$ cat src/rtl/eth_pkg.sv
// Shared types and constants for the Ethernet transmit path.
package eth_pkg;

    typedef enum logic [2:0] {
        IDLE,
        GRANT_ARP,
        GRANT_UDP,
        ABORT,
        DRAIN,
        IFG
    } arb_state_t;

    typedef enum logic {
        SRC_ARP,
        SRC_UDP
    } src_sel_t;

    localparam int ETH_IFG_BYTES       = 12;
    localparam int ARB_TIMEOUT_DEFAULT = 1024;

    // The source that did not win last time; drives round-robin alternation.
    function automatic src_sel_t other_src(input src_sel_t s);
        return (s == SRC_ARP) ? SRC_UDP : SRC_ARP;
    endfunction

endpackage

$ cat src/rtl/eth_stream_mux.sv
// 2:1 AXI-stream style mux toward the MAC with the matching ready demux.
// With pass_en_i low every output is forced to zero so the caller can
// overlay its own idle/abort/drain behaviour.
module eth_stream_mux import eth_pkg::*; #(
    parameter int DATA_WIDTH = 8
) (
    input  src_sel_t              sel_i,
    input  logic                  pass_en_i,
    input  logic [DATA_WIDTH-1:0] arp_tdata_i,
    input  logic                  arp_tvalid_i,
    input  logic                  arp_tlast_i,
    input  logic [DATA_WIDTH-1:0] udp_tdata_i,
    input  logic                  udp_tvalid_i,
    input  logic                  udp_tlast_i,
    input  logic                  mac_tready_i,
    output logic [DATA_WIDTH-1:0] mac_tdata_o,
    output logic                  mac_tvalid_o,
    output logic                  mac_tlast_o,
    output logic                  arp_tready_o,
    output logic                  udp_tready_o
);

    // Forward the selected source and route MAC ready back only to it.
    always_comb begin
        mac_tdata_o  = '0;
        mac_tvalid_o = 1'b0;
        mac_tlast_o  = 1'b0;
        arp_tready_o = 1'b0;
        udp_tready_o = 1'b0;
        if (pass_en_i) begin
            if (sel_i == SRC_ARP) begin
                mac_tdata_o  = arp_tdata_i;
                mac_tvalid_o = arp_tvalid_i;
                mac_tlast_o  = arp_tlast_i;
                arp_tready_o = mac_tready_i;
            end else begin
                mac_tdata_o  = udp_tdata_i;
                mac_tvalid_o = udp_tvalid_i;
                mac_tlast_o  = udp_tlast_i;
                udp_tready_o = mac_tready_i;
            end
        end
    end

endmodule

$ cat src/rtl/eth_tx_arbiter.sv
// Frame-level arbiter sharing the MAC transmit stream between the ARP reply
// source and the UDP transmit source. A grant is held for a whole frame, an
// idle gap follows every frame, and a source that stalls mid-frame gets its
// frame terminated with an abort beat (tlast+tuser) while the rest is drained.
module eth_tx_arbiter import eth_pkg::*; #(
    parameter int DATA_WIDTH     = 8,
    parameter int ARB_MODE       = 0,
    parameter int IFG_CYCLES     = ETH_IFG_BYTES,
    parameter int TIMEOUT_CYCLES = ARB_TIMEOUT_DEFAULT
) (
    input  logic                  sys_clk_in,
    input  logic                  sys_rstn_in,
    input  logic [DATA_WIDTH-1:0] arp_tdata_in,
    input  logic                  arp_tvalid_in,
    output logic                  arp_tready_out,
    input  logic                  arp_tlast_in,
    input  logic [DATA_WIDTH-1:0] udp_tdata_in,
    input  logic                  udp_tvalid_in,
    output logic                  udp_tready_out,
    input  logic                  udp_tlast_in,
    output logic [DATA_WIDTH-1:0] mac_tdata_out,
    output logic                  mac_tvalid_out,
    input  logic                  mac_tready_in,
    output logic                  mac_tlast_out,
    output logic                  mac_tuser_out,
    output logic                  arb_busy_out,
    output logic                  abort_pulse_out
);

    // Counter widths hold the full terminal value; a zero-cycle gap still
    // needs a 1-bit register to keep the declarations legal.
    localparam int STALL_W = (TIMEOUT_CYCLES > 0) ? $clog2(TIMEOUT_CYCLES + 1) : 1;
    localparam int IFG_W   = (IFG_CYCLES > 0) ? $clog2(IFG_CYCLES + 1) : 1;

    localparam logic [STALL_W-1:0] STALL_LIMIT = STALL_W'((TIMEOUT_CYCLES > 0) ? TIMEOUT_CYCLES - 1 : 0);
    localparam logic [STALL_W-1:0] STALL_MAX   = STALL_W'(TIMEOUT_CYCLES);
    localparam logic [IFG_W-1:0]   IFG_LAST    = IFG_W'((IFG_CYCLES > 0) ? IFG_CYCLES - 1 : 0);
    localparam logic [IFG_W-1:0]   IFG_MAX     = IFG_W'(IFG_CYCLES);

    // Where a finished (or drained) frame goes next.
    localparam arb_state_t END_STATE = (IFG_CYCLES > 0) ? IFG : IDLE;

    arb_state_t         state_q, state_d;
    src_sel_t           last_grant_q, last_grant_d;
    src_sel_t           sel_q, sel_d;
    logic [STALL_W-1:0] stall_cnt_q, stall_cnt_d;
    logic [IFG_W-1:0]   ifg_cnt_q, ifg_cnt_d;
    logic               armed_q, armed_d;
    logic               abort_pulse_q, abort_pulse_d;

    logic                  pass_en;
    logic                  g_valid;
    logic                  g_last;
    logic [DATA_WIDTH-1:0] mux_tdata;
    logic                  mux_tvalid;
    logic                  mux_tlast;
    logic                  mux_arp_tready;
    logic                  mux_udp_tready;

    // Winner of an IDLE arbitration round given the two requests.
    function automatic src_sel_t pick_src(input logic arp_req, input logic udp_req,
                                          input src_sel_t last);
        if (arp_req && udp_req) begin
            return (ARB_MODE == 0) ? SRC_ARP : other_src(last);
        end else if (arp_req) begin
            return SRC_ARP;
        end else begin
            return SRC_UDP;
        end
    endfunction

    assign pass_en = (state_q == GRANT_ARP) || (state_q == GRANT_UDP);
    assign g_valid = (sel_q == SRC_ARP) ? arp_tvalid_in : udp_tvalid_in;
    assign g_last  = (sel_q == SRC_ARP) ? arp_tlast_in  : udp_tlast_in;

    eth_stream_mux #(
        .DATA_WIDTH(DATA_WIDTH)
    ) u_mux (
        .sel_i        (sel_q),
        .pass_en_i    (pass_en),
        .arp_tdata_i  (arp_tdata_in),
        .arp_tvalid_i (arp_tvalid_in),
        .arp_tlast_i  (arp_tlast_in),
        .udp_tdata_i  (udp_tdata_in),
        .udp_tvalid_i (udp_tvalid_in),
        .udp_tlast_i  (udp_tlast_in),
        .mac_tready_i (mac_tready_in),
        .mac_tdata_o  (mux_tdata),
        .mac_tvalid_o (mux_tvalid),
        .mac_tlast_o  (mux_tlast),
        .arp_tready_o (mux_arp_tready),
        .udp_tready_o (mux_udp_tready)
    );

    // Next-state logic: arbitration, frame tracking, stall timeout, gap timing.
    always_comb begin
        state_d       = state_q;
        last_grant_d  = last_grant_q;
        sel_d         = sel_q;
        stall_cnt_d   = stall_cnt_q;
        ifg_cnt_d     = ifg_cnt_q;
        armed_d       = armed_q;
        abort_pulse_d = 1'b0;

        case (state_q)
            IDLE: begin
                if (arp_tvalid_in || udp_tvalid_in) begin
                    sel_d        = pick_src(arp_tvalid_in, udp_tvalid_in, last_grant_q);
                    last_grant_d = sel_d;
                    state_d      = (sel_d == SRC_ARP) ? GRANT_ARP : GRANT_UDP;
                    stall_cnt_d  = '0;
                    armed_d      = 1'b0;
                end
            end

            GRANT_ARP, GRANT_UDP: begin
                if (g_valid) begin
                    // Any valid beat clears the stall run; a transferred
                    // last beat ends the frame before a timeout can apply.
                    stall_cnt_d = '0;
                    if (mac_tready_in) begin
                        armed_d = 1'b1;
                        if (g_last) begin
                            state_d   = END_STATE;
                            ifg_cnt_d = '0;
                        end
                    end
                end else if (armed_q) begin
                    // Only a frame that has started can be timed out.
                    if (stall_cnt_q >= STALL_LIMIT) begin
                        state_d       = ABORT;
                        abort_pulse_d = 1'b1;
                    end
                    if (stall_cnt_q != STALL_MAX) begin
                        stall_cnt_d = stall_cnt_q + 1'b1;
                    end
                end
            end

            ABORT: begin
                if (mac_tready_in) begin
                    state_d = DRAIN;
                end
            end

            DRAIN: begin
                if (g_valid && g_last) begin
                    state_d   = END_STATE;
                    ifg_cnt_d = '0;
                end
            end

            IFG: begin
                if (ifg_cnt_q >= IFG_LAST) begin
                    state_d = IDLE;
                end
                if (ifg_cnt_q != IFG_MAX) begin
                    ifg_cnt_d = ifg_cnt_q + 1'b1;
                end
            end

            default: begin
                state_d = IDLE;
            end
        endcase
    end

    // Output overlay: pass-through in grant, abort beat, drain sink, else zero.
    always_comb begin
        mac_tdata_out  = mux_tdata;
        mac_tvalid_out = mux_tvalid;
        mac_tlast_out  = mux_tlast;
        mac_tuser_out  = 1'b0;
        arp_tready_out = mux_arp_tready;
        udp_tready_out = mux_udp_tready;
        case (state_q)
            ABORT: begin
                mac_tdata_out  = '0;
                mac_tvalid_out = 1'b1;
                mac_tlast_out  = 1'b1;
                mac_tuser_out  = 1'b1;
                arp_tready_out = 1'b0;
                udp_tready_out = 1'b0;
            end
            DRAIN: begin
                if (sel_q == SRC_ARP) begin
                    arp_tready_out = 1'b1;
                end else begin
                    udp_tready_out = 1'b1;
                end
            end
            default: begin
            end
        endcase
    end

    assign arb_busy_out    = (state_q != IDLE);
    assign abort_pulse_out = abort_pulse_q;

    // State and counter registers; reset drops any frame in flight silently.
    always_ff @(posedge sys_clk_in or negedge sys_rstn_in) begin
        if (!sys_rstn_in) begin
            state_q       <= IDLE;
            last_grant_q  <= SRC_UDP;
            sel_q         <= SRC_ARP;
            stall_cnt_q   <= '0;
            ifg_cnt_q     <= '0;
            armed_q       <= 1'b0;
            abort_pulse_q <= 1'b0;
        end else begin
            state_q       <= state_d;
            last_grant_q  <= last_grant_d;
            sel_q         <= sel_d;
            stall_cnt_q   <= stall_cnt_d;
            ifg_cnt_q     <= ifg_cnt_d;
            armed_q       <= armed_d;
            abort_pulse_q <= abort_pulse_d;
        end
    end

endmodule

$ cat config.mk
export PLATFORM = sky130hd
export DESIGN_NAME = eth_tx_arbiter
export DESIGN_NICKNAME = d
export VERILOG_FILES = /design/src/rtl/eth_pkg.sv /design/src/rtl/eth_stream_mux.sv /design/src/rtl/eth_tx_arbiter.sv
export SDC_FILE = /design/constraint.sdc
export NUM_CORES = 1
export LEC_CHECK = 0
export CAP_MARGIN = 20
export CELL_PAD_IN_SITES_DETAIL_PLACEMENT = 1
export CELL_PAD_IN_SITES_GLOBAL_PLACEMENT = 1
export CORE_MARGIN = 1.5
export CORE_UTILIZATION = 38
export CTS_BUF_LIST = sky130_fd_sc_hd__clkbuf_2 sky130_fd_sc_hd__clkbuf_4 sky130_fd_sc_hd__clkbuf_8
export DETAILED_ROUTE_END_ITERATION = 10
export GPL_ROUTABILITY_DRIVEN = 0
export PLACE_DENSITY_LB_ADDON = 0.1
export RECOVER_POWER = 50
export SYNTH_ARGS = -nofsm -noshare
export SYNTH_HDL_FRONTEND = slang
export SYNTH_SLANG_ARGS = --single-unit
$ cat constraint.sdc
create_clock -name sys_clk_in -period 2.23 [get_ports sys_clk_in]
set_input_delay 0.446 -clock sys_clk_in [delete_from_list [all_inputs] [get_ports sys_clk_in]]
set_output_delay 0.446 -clock sys_clk_in [all_outputs]
set_load 0.02 [all_outputs]
==> summary by stage, run 1 <==
Floorplan
From left edge to right edge, the die measures between 60 and 70 µm. The number of top-level pins is 38. The die footprint is 0.004620 mm². The total number of placement rows is 23. In this run the vertical extent of the chip is 67.97 µm. The initial utilization of the core area, before any placement, comes to 39.81%. The area inside the core boundary is slightly above 0.004 mm².

Drt
The routed layout has 1658 vias. The number of violations reported at the end of detailed-routing iteration 0 is 35. The number of remaining DRC errors is 0. After detailed routing, the average wire length per cell comes to 16.81 µm. The routed design has 5.043 mm of wire. Using the TritonRoute via totals, the vias-per-cell ratio works out to 5.527.

The pre-antenna-repair detailed-routing pass consisted of 4 iterations. The final antenna-violating net count is 0.

Clock tree
In this run the post-CTS setup repair buffer count came out at 0. The clock latency reported for the late side of the worst-skew pair is 0.27 ns. After clock tree synthesis, the clock-pin slew on the worst setup and hold paths is 0.08 ns. Buffers inserted during clock tree synthesis total 3. Clock tree synthesis selected as its root buffer the cell sky130_fd_sc_hd__clkbuf_8. The deepest clock path buffer count is 2.

After clock tree synthesis, the flow added hold-fix buffers numbering 0. The CTS tree is yes. CTS built an H-tree with a depth of 1.

The clock drives 21 sinks.

Synthesis
The area fraction of the dominant cell type after synthesis is approximately a third. The total standard cell area after synthesis is 0.001604 mm². The cell taking the most area after synthesis is sky130_fd_sc_hd__dfrtp_1. After synthesis, the cell types taking the most area are sky130_fd_sc_hd__dfrtp_1, sky130_fd_sc_hd__mux2i_1, sky130_fd_sc_hd__o21ai_0. The cell count after synthesis is 187. Summing the sequential cell areas from Yosys gives around a third of the chip area.

For this run, asynchronously set or reset flops after synthesis account for between 90% and 100%. The most used flip-flop cell after synthesis is sky130_fd_sc_hd__dfrtp_1. The Yosys step of the flow raised 0 warnings. In this run, synthesis produced a sequential element count of 21. In the synthesized netlist, the cells that appear most often are sky130_fd_sc_hd__dfrtp_1, sky130_fd_sc_hd__nor2_1, sky130_fd_sc_hd__nand2_1, sky130_fd_sc_hd__o21ai_0. The number of synthesized flops with an enable pin is 0. The dominant cell by count in the synthesized netlist is sky130_fd_sc_hd__dfrtp_1. The average instance area after synthesis is around 8.6 µm². Yosys mapped the design onto 49 distinct sky130hd cell types. The net count after synthesis is between 200 and 250.

Global routing
Across every metal layer, demand over resource in global routing totals 23.91%. The sum of overflow across all layers after global routing is 0. The number of antenna violations at the first check in global routing is 0. The number of global-route vias before repair is 1723. The first global-routing pass estimated between 8 and 9 mm of wire. The pin count of the biggest net entering global routing is 22.

Critical path
The arrival time at the worst endpoint is 1.70 ns. Counting both buffers and inverters, the worst setup path holds a total of 3. Of all nets on the critical path, the largest fanout is 4. STA classifies the critical path startpoint as an input pin. The signal on the critical path passes through clkdlybuf4s50_1 > nor2b_2 > buf_4 > a31oi_1 > nor2b_1 > buf_2. The category of the most critical setup path is in2out.

The largest single stage delay on the critical path is 0.43 ns. The slowest cell on the critical path is sky130_fd_sc_hd__clkdlybuf4s50_1. Broken down by cell family, the worst path's largest delay share belongs to buffers and inverters. STA classifies the critical path endpoint as an output pin. The critical path required time is 1.78 ns.

Timing
The clock period could shrink to approximately 2.1 ns. Setup repair after global routing could not meet its margin everywhere. The post-route clock period utilization is 96.35%.

Across the routed clock network, the largest skew measured is 0.005678 ns. The hold violation count in the final report was 0. In this run the tightest slew margin relative to its limit is 20.59%.

In the final timing run, aggregate negative setup slack is 0 ns. At the pin with the least slew margin, the transition time is 1.191 ns. The worst-case setup margin in the final layout is 0.08135 ns.

The final-report max-slew violation count is 0. The worst hold slack is 0.5693 ns. Setup violations remaining at the end of the flow were counted as 0. The highest attainable clock frequency is roughly 470 MHz.

Pwr
The clock power share is 10.3%. The peak supply drop is 446.0 µV. Combinational cells account for 67.8% of the total power. Internal power comes to 1.426 mW.

Per report_power, the sequential group accounts for a little over a fifth of the total. The fraction of power spent switching nets is 46.79%. The design draws 2.680 mW. Power spread over the standard cell area amounts to 1182 mW/mm². The leakage power of the design is around 1.1 nW.

The switching component of the power is approximately 1.3 mW.

Finish
Once layout is complete, the utilization of the core stands at a little under three fifths. The area growth from synthesis to layout is 41.34%. The final cell count without fillers is 300. The number of fill cells in the layout is approximately 500. The final layout net count is roughly 280.

The proportion of layout cells with a drive suffix above 1 is 21.20%. The design area is 0.002267 mm². The number of inserted diodes is 0.

Status
The run finished with clean final reports.

Placed design
The HPWL after detailed placement is about 4.0 mm. The standard cell area after detailed placement is between 0.002 and 0.0025 mm². In this run the tool buffered the top-level ports with 37 buffer cells. The number of placed instances, taps included, is roughly 300. At the placement stage, the worst setup path has a slack of -0.3773 ns.

Worst hold path
The path type of the worst min-delay path is reg2reg.

Job
Across the run, the number of max-cap violations was 0.
[worst paths after layout]
path / cells past startpoint / endpoint / slack [ns] / startpoint
max: 6 / udp_tready_out / 0.08 / mac_tready_in
min: 1 / ifg_cnt_q[3]$_DFFE_PN0P_ / 0.57 / ifg_cnt_q[3]$_DFFE_PN0P_
max reg2reg: 7 / stall_cnt_q[7]$_DFFE_PN0P_ / 0.15 / state_q[2]$_DFFE_PN0P_
min reg2reg: 1 / ifg_cnt_q[3]$_DFFE_PN0P_ / 0.57 / ifg_cnt_q[3]$_DFFE_PN0P_
max in group asynchronous: 2 / state_q[1]$_DFFE_PN0P_ / 0.51 / sys_rstn_in
min in group asynchronous: 2 / state_q[0]$_DFFE_PN0P_ / 0.94 / sys_rstn_in
[logic make-up after synthesis]
| group | share of synthesized area [%] |
|---|---|
| simple gates | 23.17 |
| xor+xnor | 1.092 |
| compound gates | 23.17 |
| buf+inv | 6.085 |
| fa+ha+maj | 3.822 |
| mux | 9.906 |
| flops | 32.76 |
[power by group through the flow]
stage / combinational [mW] / sequential (mW) / clock (mW)
finish: 1.82 / 0.587 / 0.276
global route: 1.98 / 0.603 / 0.295
CTS: 1.81 / 0.583 / 0.281
detailed placement: 1.88 / 0.582 / 0
global placement: 1.81 / 0.572 / 0
floorplan: 1.11 / 0.525 / 0
[worst register-to-register path, cell delays in order (launching register included)]
cell,delay [ns]
sky130_fd_sc_hd__dfrtp_1,0.56
sky130_fd_sc_hd__clkbuf_1,0.18
sky130_fd_sc_hd__nor3_1,0.07
sky130_fd_sc_hd__clkbuf_1,0.13
sky130_fd_sc_hd__a21oi_1,0.31
sky130_fd_sc_hd__o21ai_4,0.12
sky130_fd_sc_hd__or2_4,0.29
sky130_fd_sc_hd__a211o_1,0.30
[state kept, by name (all words and copies together) (netlist names)]
register,cells
stall_cnt_q,11
ifg_cnt_q,4
state_q,3
abort_pulse_out,1
armed_q,1
sel_q,1
[layer usage]
metal  track usage [%]  vias up  part of all wire, %
met5                 0        -                    0
met4             3.250        0                 0.32
met3             4.605        2                  1.6
met2             44.78       10                   54
met1             28.73      833                   44
li1                  -      813                    -
[repair_timing]
| item | CTS | global route |
|---|---|---|
| cloned | 0 | 0 |
| endpoints found under the setup margin | 14 | 7 |
| pin swaps | 0 | 1 |
| gates resized for setup | 23 | 9 |
[cells in the final DEF, fill, tap and decap left out, types with 3 or more instances in the layout]
cell,n
sky130_fd_sc_hd__a211o_1,3
sky130_fd_sc_hd__a21oi_1,11
sky130_fd_sc_hd__a22o_1,4
sky130_fd_sc_hd__and3_1,3
sky130_fd_sc_hd__buf_4,29
sky130_fd_sc_hd__clkbuf_1,3
sky130_fd_sc_hd__clkbuf_8,3
sky130_fd_sc_hd__clkdlybuf4s50_1,22
sky130_fd_sc_hd__dfrtp_1,19
sky130_fd_sc_hd__dlygate4sd2_1,9
sky130_fd_sc_hd__ha_1,4
sky130_fd_sc_hd__inv_1,11
sky130_fd_sc_hd__mux2i_1,11
sky130_fd_sc_hd__nand2_1,14
sky130_fd_sc_hd__nand3_1,10
sky130_fd_sc_hd__nor2_1,16
sky130_fd_sc_hd__nor3_1,3
sky130_fd_sc_hd__nor3b_1,6
sky130_fd_sc_hd__o21ai_0,14
sky130_fd_sc_hd__o31ai_1,6
[final cells by class]
type	count	area [µm²]	share of cell area, %
clock buffer	4	48.80	2.152
tap	50	62.56	2.759
multi-input combinational	145	1011	44.59
sequential	21	528.0	23.29
inverter	11	41.29	1.821
timing repair buffer	69	575.6	25.39
Power figures use the tool's default switching activity.
==> run 2: changes to the inputs <==
- GPL_ROUTABILITY_DRIVEN: 0 -> 1
==> results of run 2 <==
Same layout as run 1: the final DEF is identical, and so are final timing and power.
==> run 3: changes to the inputs <==
- clock period: 2.23 -> 2.2 ns (I/O delays scaled with it)
==> run 3 against run 2 <==
Global-route usage up 0.20 points. Clock power down 4%. Register-to-register slack worse by 0.03 ns. Via count up 2.7%. Sequential power down 3.9%. First-iteration DRC count up 83%. Critical endpoint unchanged.
==> summary by stage, run 3 (synthesized netlist as in run 1, its figures left out) <==
Status
The run finished with clean final reports.

Global routing
The pin count of the biggest net entering global routing is 22 (unchanged). The sum of overflow across all layers after global routing is 0 (unchanged). The number of antenna violations at the first check in global routing is 0 (unchanged). The wire length of the first global-routing pass is 8.252 mm (-1.2%). The total global routing track utilization is 24.11% (+0.20 points).

The number of global-route vias before repair is 1720 (-0.17%).

Timing
The setup TNS is 0 ns (unchanged). The final number of setup-violating endpoints is 0 (unchanged). The transition time of the tightest slew-check pin is 1.246 ns (+0.05506 ns). The relative max-transition margin came to 16.92% (-3.7 points). The worst-case setup margin in the final layout came to 0.07422 ns (-0.007123 ns).

Setup repair after global routing left no endpoint under its margin. The highest attainable clock frequency is 470.4 MHz. The worst path needs 2.126 ns of the cycle, external delays included. The final clock skew was 0.007283 ns (+0.001606 ns).

The hold violation count in the final report came to 0 (unchanged). Dividing the final minimum period by the clock period gives a little over nine tenths. The final-report max-slew violation count came to 0 (unchanged).

Critical path
The critical path required time was 1.76 ns (-0.02 ns). Traced cell by cell, the critical path runs through clkdlybuf4s50_1 > nor2b_4 > nand2_1 > a21oi_1 > a31oi_1 > nor2b_1 > buf_4. The length in cells of the worst reg-to-reg path is 6 (-1). The worst setup path is of the in2out kind.

The capturing element type of the critical path is an output pin. The most critical setup path has its endpoint at udp_tready_out. The biggest fanout along the worst timing path is 2 (-2).

The critical register-to-register path startpoint is stall_cnt_q[0]$_DFFE_PN0P_. The element type at the critical path start is an input pin. The arrival time at the worst endpoint was 1.69 ns (about the same). The slowest cell on the critical path is sky130_fd_sc_hd__clkdlybuf4s50_1.

The stage delay of the slowest cell on the critical path was 0.48 ns (+0.05 ns). The worst register-to-register path ends at state_q[1]$_DFFE_PN0P_. The most critical setup path has its startpoint at mac_tready_in. The slack of the worst reg-to-reg path was 0.12 ns (-0.03 ns).

Pwr
The leakage power of the design is 1.068 nW (+0.19%). The combinational share of power came to 69.3% (+1.5 points). The fraction of power spent switching nets is 47.65% (+0.86 points). The switching component of the power was 1.288 mW (+2.7%). The peak supply drop was 393.6 µV (-12%).

The clock power share was 9.9% (-0.4 points). The part of the power in registers is 20.9% (-1.0 points). The total power density per cell area is 1192 mW/mm² (+0.82%).

The internal cell power was 1.415 mW (-0.81%).

Finish
The leading cell type in the layout, fill and taps excluded is sky130_fd_sc_hd__buf_4. The final standard cell utilization of the core is 56.27% (unchanged). The design area is 0.002267 mm² (unchanged). The proportion of layout cells with a drive suffix above 1 is 21.03% (-0.17 points).

The register bank with the most flops is stall_cnt_q. The largest registers in the layout are stall_cnt_q: 11 flops, ifg_cnt_q: 4 flops, state_q: 3 flops. In the layout the commonest cells are sky130_fd_sc_hd__buf_4, sky130_fd_sc_hd__dfrtp_1, sky130_fd_sc_hd__clkdlybuf4s50_1. The area growth from synthesis to final layout came to 41.34% (unchanged).

The final layout net count is 280 (+0.72%). The number of inserted diodes is 0 (unchanged). The number of flip-flops in the largest register came to 11 (unchanged).

Worst hold path
The path type of the worst min-delay path is reg2reg.

Drt
The first-pass iteration count of the detailed router was 4 (unchanged). The number of violations reported at the end of detailed-routing iteration 0 is 64 (+83%). The number of vias per cell is 5.636 (+2.0%). The detailed-route via count is 1702 (+2.7%). The average wire per cell in the routed design is 17.27 µm (+2.7%).

The number of remaining DRC errors is 0 (unchanged). The final antenna-violating net count was 0 (unchanged). The wire length reported by the detailed router is 5.215 mm (+3.4%).

Floorplan
The die outline height is 67.97 µm (unchanged). The horizontal die dimension is 67.97 µm (unchanged). The total number of placement rows is 23 (unchanged). The number of top-level pins came to 38 (unchanged).

The area inside the core boundary was 0.004029 mm² (unchanged). The effective utilization at floorplan was 39.81% (unchanged). The die footprint is 0.004620 mm² (unchanged).

Clock tree
CTS placed an instance of sky130_fd_sc_hd__clkbuf_8 at the clock tree root. The clock sink count was 21 (unchanged). The number of hold buffers added after cts was 0 (unchanged).

The deepest clock path buffer count is 2 (unchanged). The clock slew at the register clock pins of the worst setup and hold paths was 0.08 ns (about the same). The CTS tree is yes. The clock latency reported for the late side of the worst-skew pair came to 0.27 ns (about the same).

The deepest level of the CTS H-tree is 1 (unchanged). The number of buffers created by CTS is 3 (unchanged).

Placed design
The standard cell area after detailed placement was 0.002228 mm² (+0.34%). The count of buffers inserted at the top-level ports is 37 (unchanged). The detailed placer's ending HPWL is 4.157 mm (+4.0%). The minimum setup slack after placement is -0.4324 ns (-0.05513 ns). The routability congestion estimate is 0.8625.

Job
The max-cap violation count is 0 (unchanged).
==> run 3: routing by layer <==
layer / vias up / wire [µm] / track usage, %
met5: - / 0 / 0
met4: 0 / 25 / 4.500
met3: 2 / 93 / 3.454
met2: 16 / 2831 / 45.87
met1: 870 / 2265 / 28.60
li1: 814 / - / -
==> run 3: power groups by stage <==
stage               Combinational [mW]  Sequential, mW  Clock [mW]
floorplan                         1.13           0.532           0
global placement                  1.86           0.559           0
detailed placement                1.94           0.567           0
CTS                               1.86           0.561       0.270
global route                      2.03           0.573       0.286
finish                            1.87           0.564       0.266
==> run 3: worst max-delay path: cells and delay by family <==
family	cells	cell delay, ns
AOI/OAI and AO/OA	2	0.25
buffers and inverters	2	0.63
and+or+nand+nor	3	0.36
==> run 3: worst min-delay path by stage <==
stage / startpoint / endpoint / cells after the start
floorplan: sys_rstn_in / abort_pulse_out$_DFF_PN0_ / 0
global placement: stall_cnt_q[10]$_DFFE_PN0P_ / stall_cnt_q[10]$_DFFE_PN0P_ / 1
detailed placement: stall_cnt_q[9]$_DFFE_PN0P_ / stall_cnt_q[9]$_DFFE_PN0P_ / 1
CTS: sys_rstn_in / state_q[0]$_DFFE_PN0P_ / 2
global route: stall_cnt_q[9]$_DFFE_PN0P_ / stall_cnt_q[9]$_DFFE_PN0P_ / 1
finish: stall_cnt_q[9]$_DFFE_PN0P_ / stall_cnt_q[9]$_DFFE_PN0P_ / 1
==> run 3: through the flow <==
step,power (mW),hold slack [ns],instances
final,2.702,0.5799,302
after global routing,2.885,0.6124,302
after CTS,2.687,0.5307,301
after detailed placement,2.505,0.5514,297
after global placement,2.415,0.5228,297
after floorplan,1.662,0.1444,187
==> run 3: what timing repair did <==
action                     in CTS  in global routing
setup buffers                   0                  1
hold endpoints to repair        0                  0
pin swaps                       0                  2
setup endpoints to repair      14                 12
gates resized for setup        23                  8
==> run 3: final cells by class <==
type / count / area [µm²]
fill: 506 / 1762
multi-input combinational: 145 / 1003
timing repair buffer: 71 / 588.1
sequential: 21 / 525.5
tap: 50 / 62.56
clock buffer: 3 / 41.29
inverter: 11 / 41.29
clock inverter: 1 / 5.005
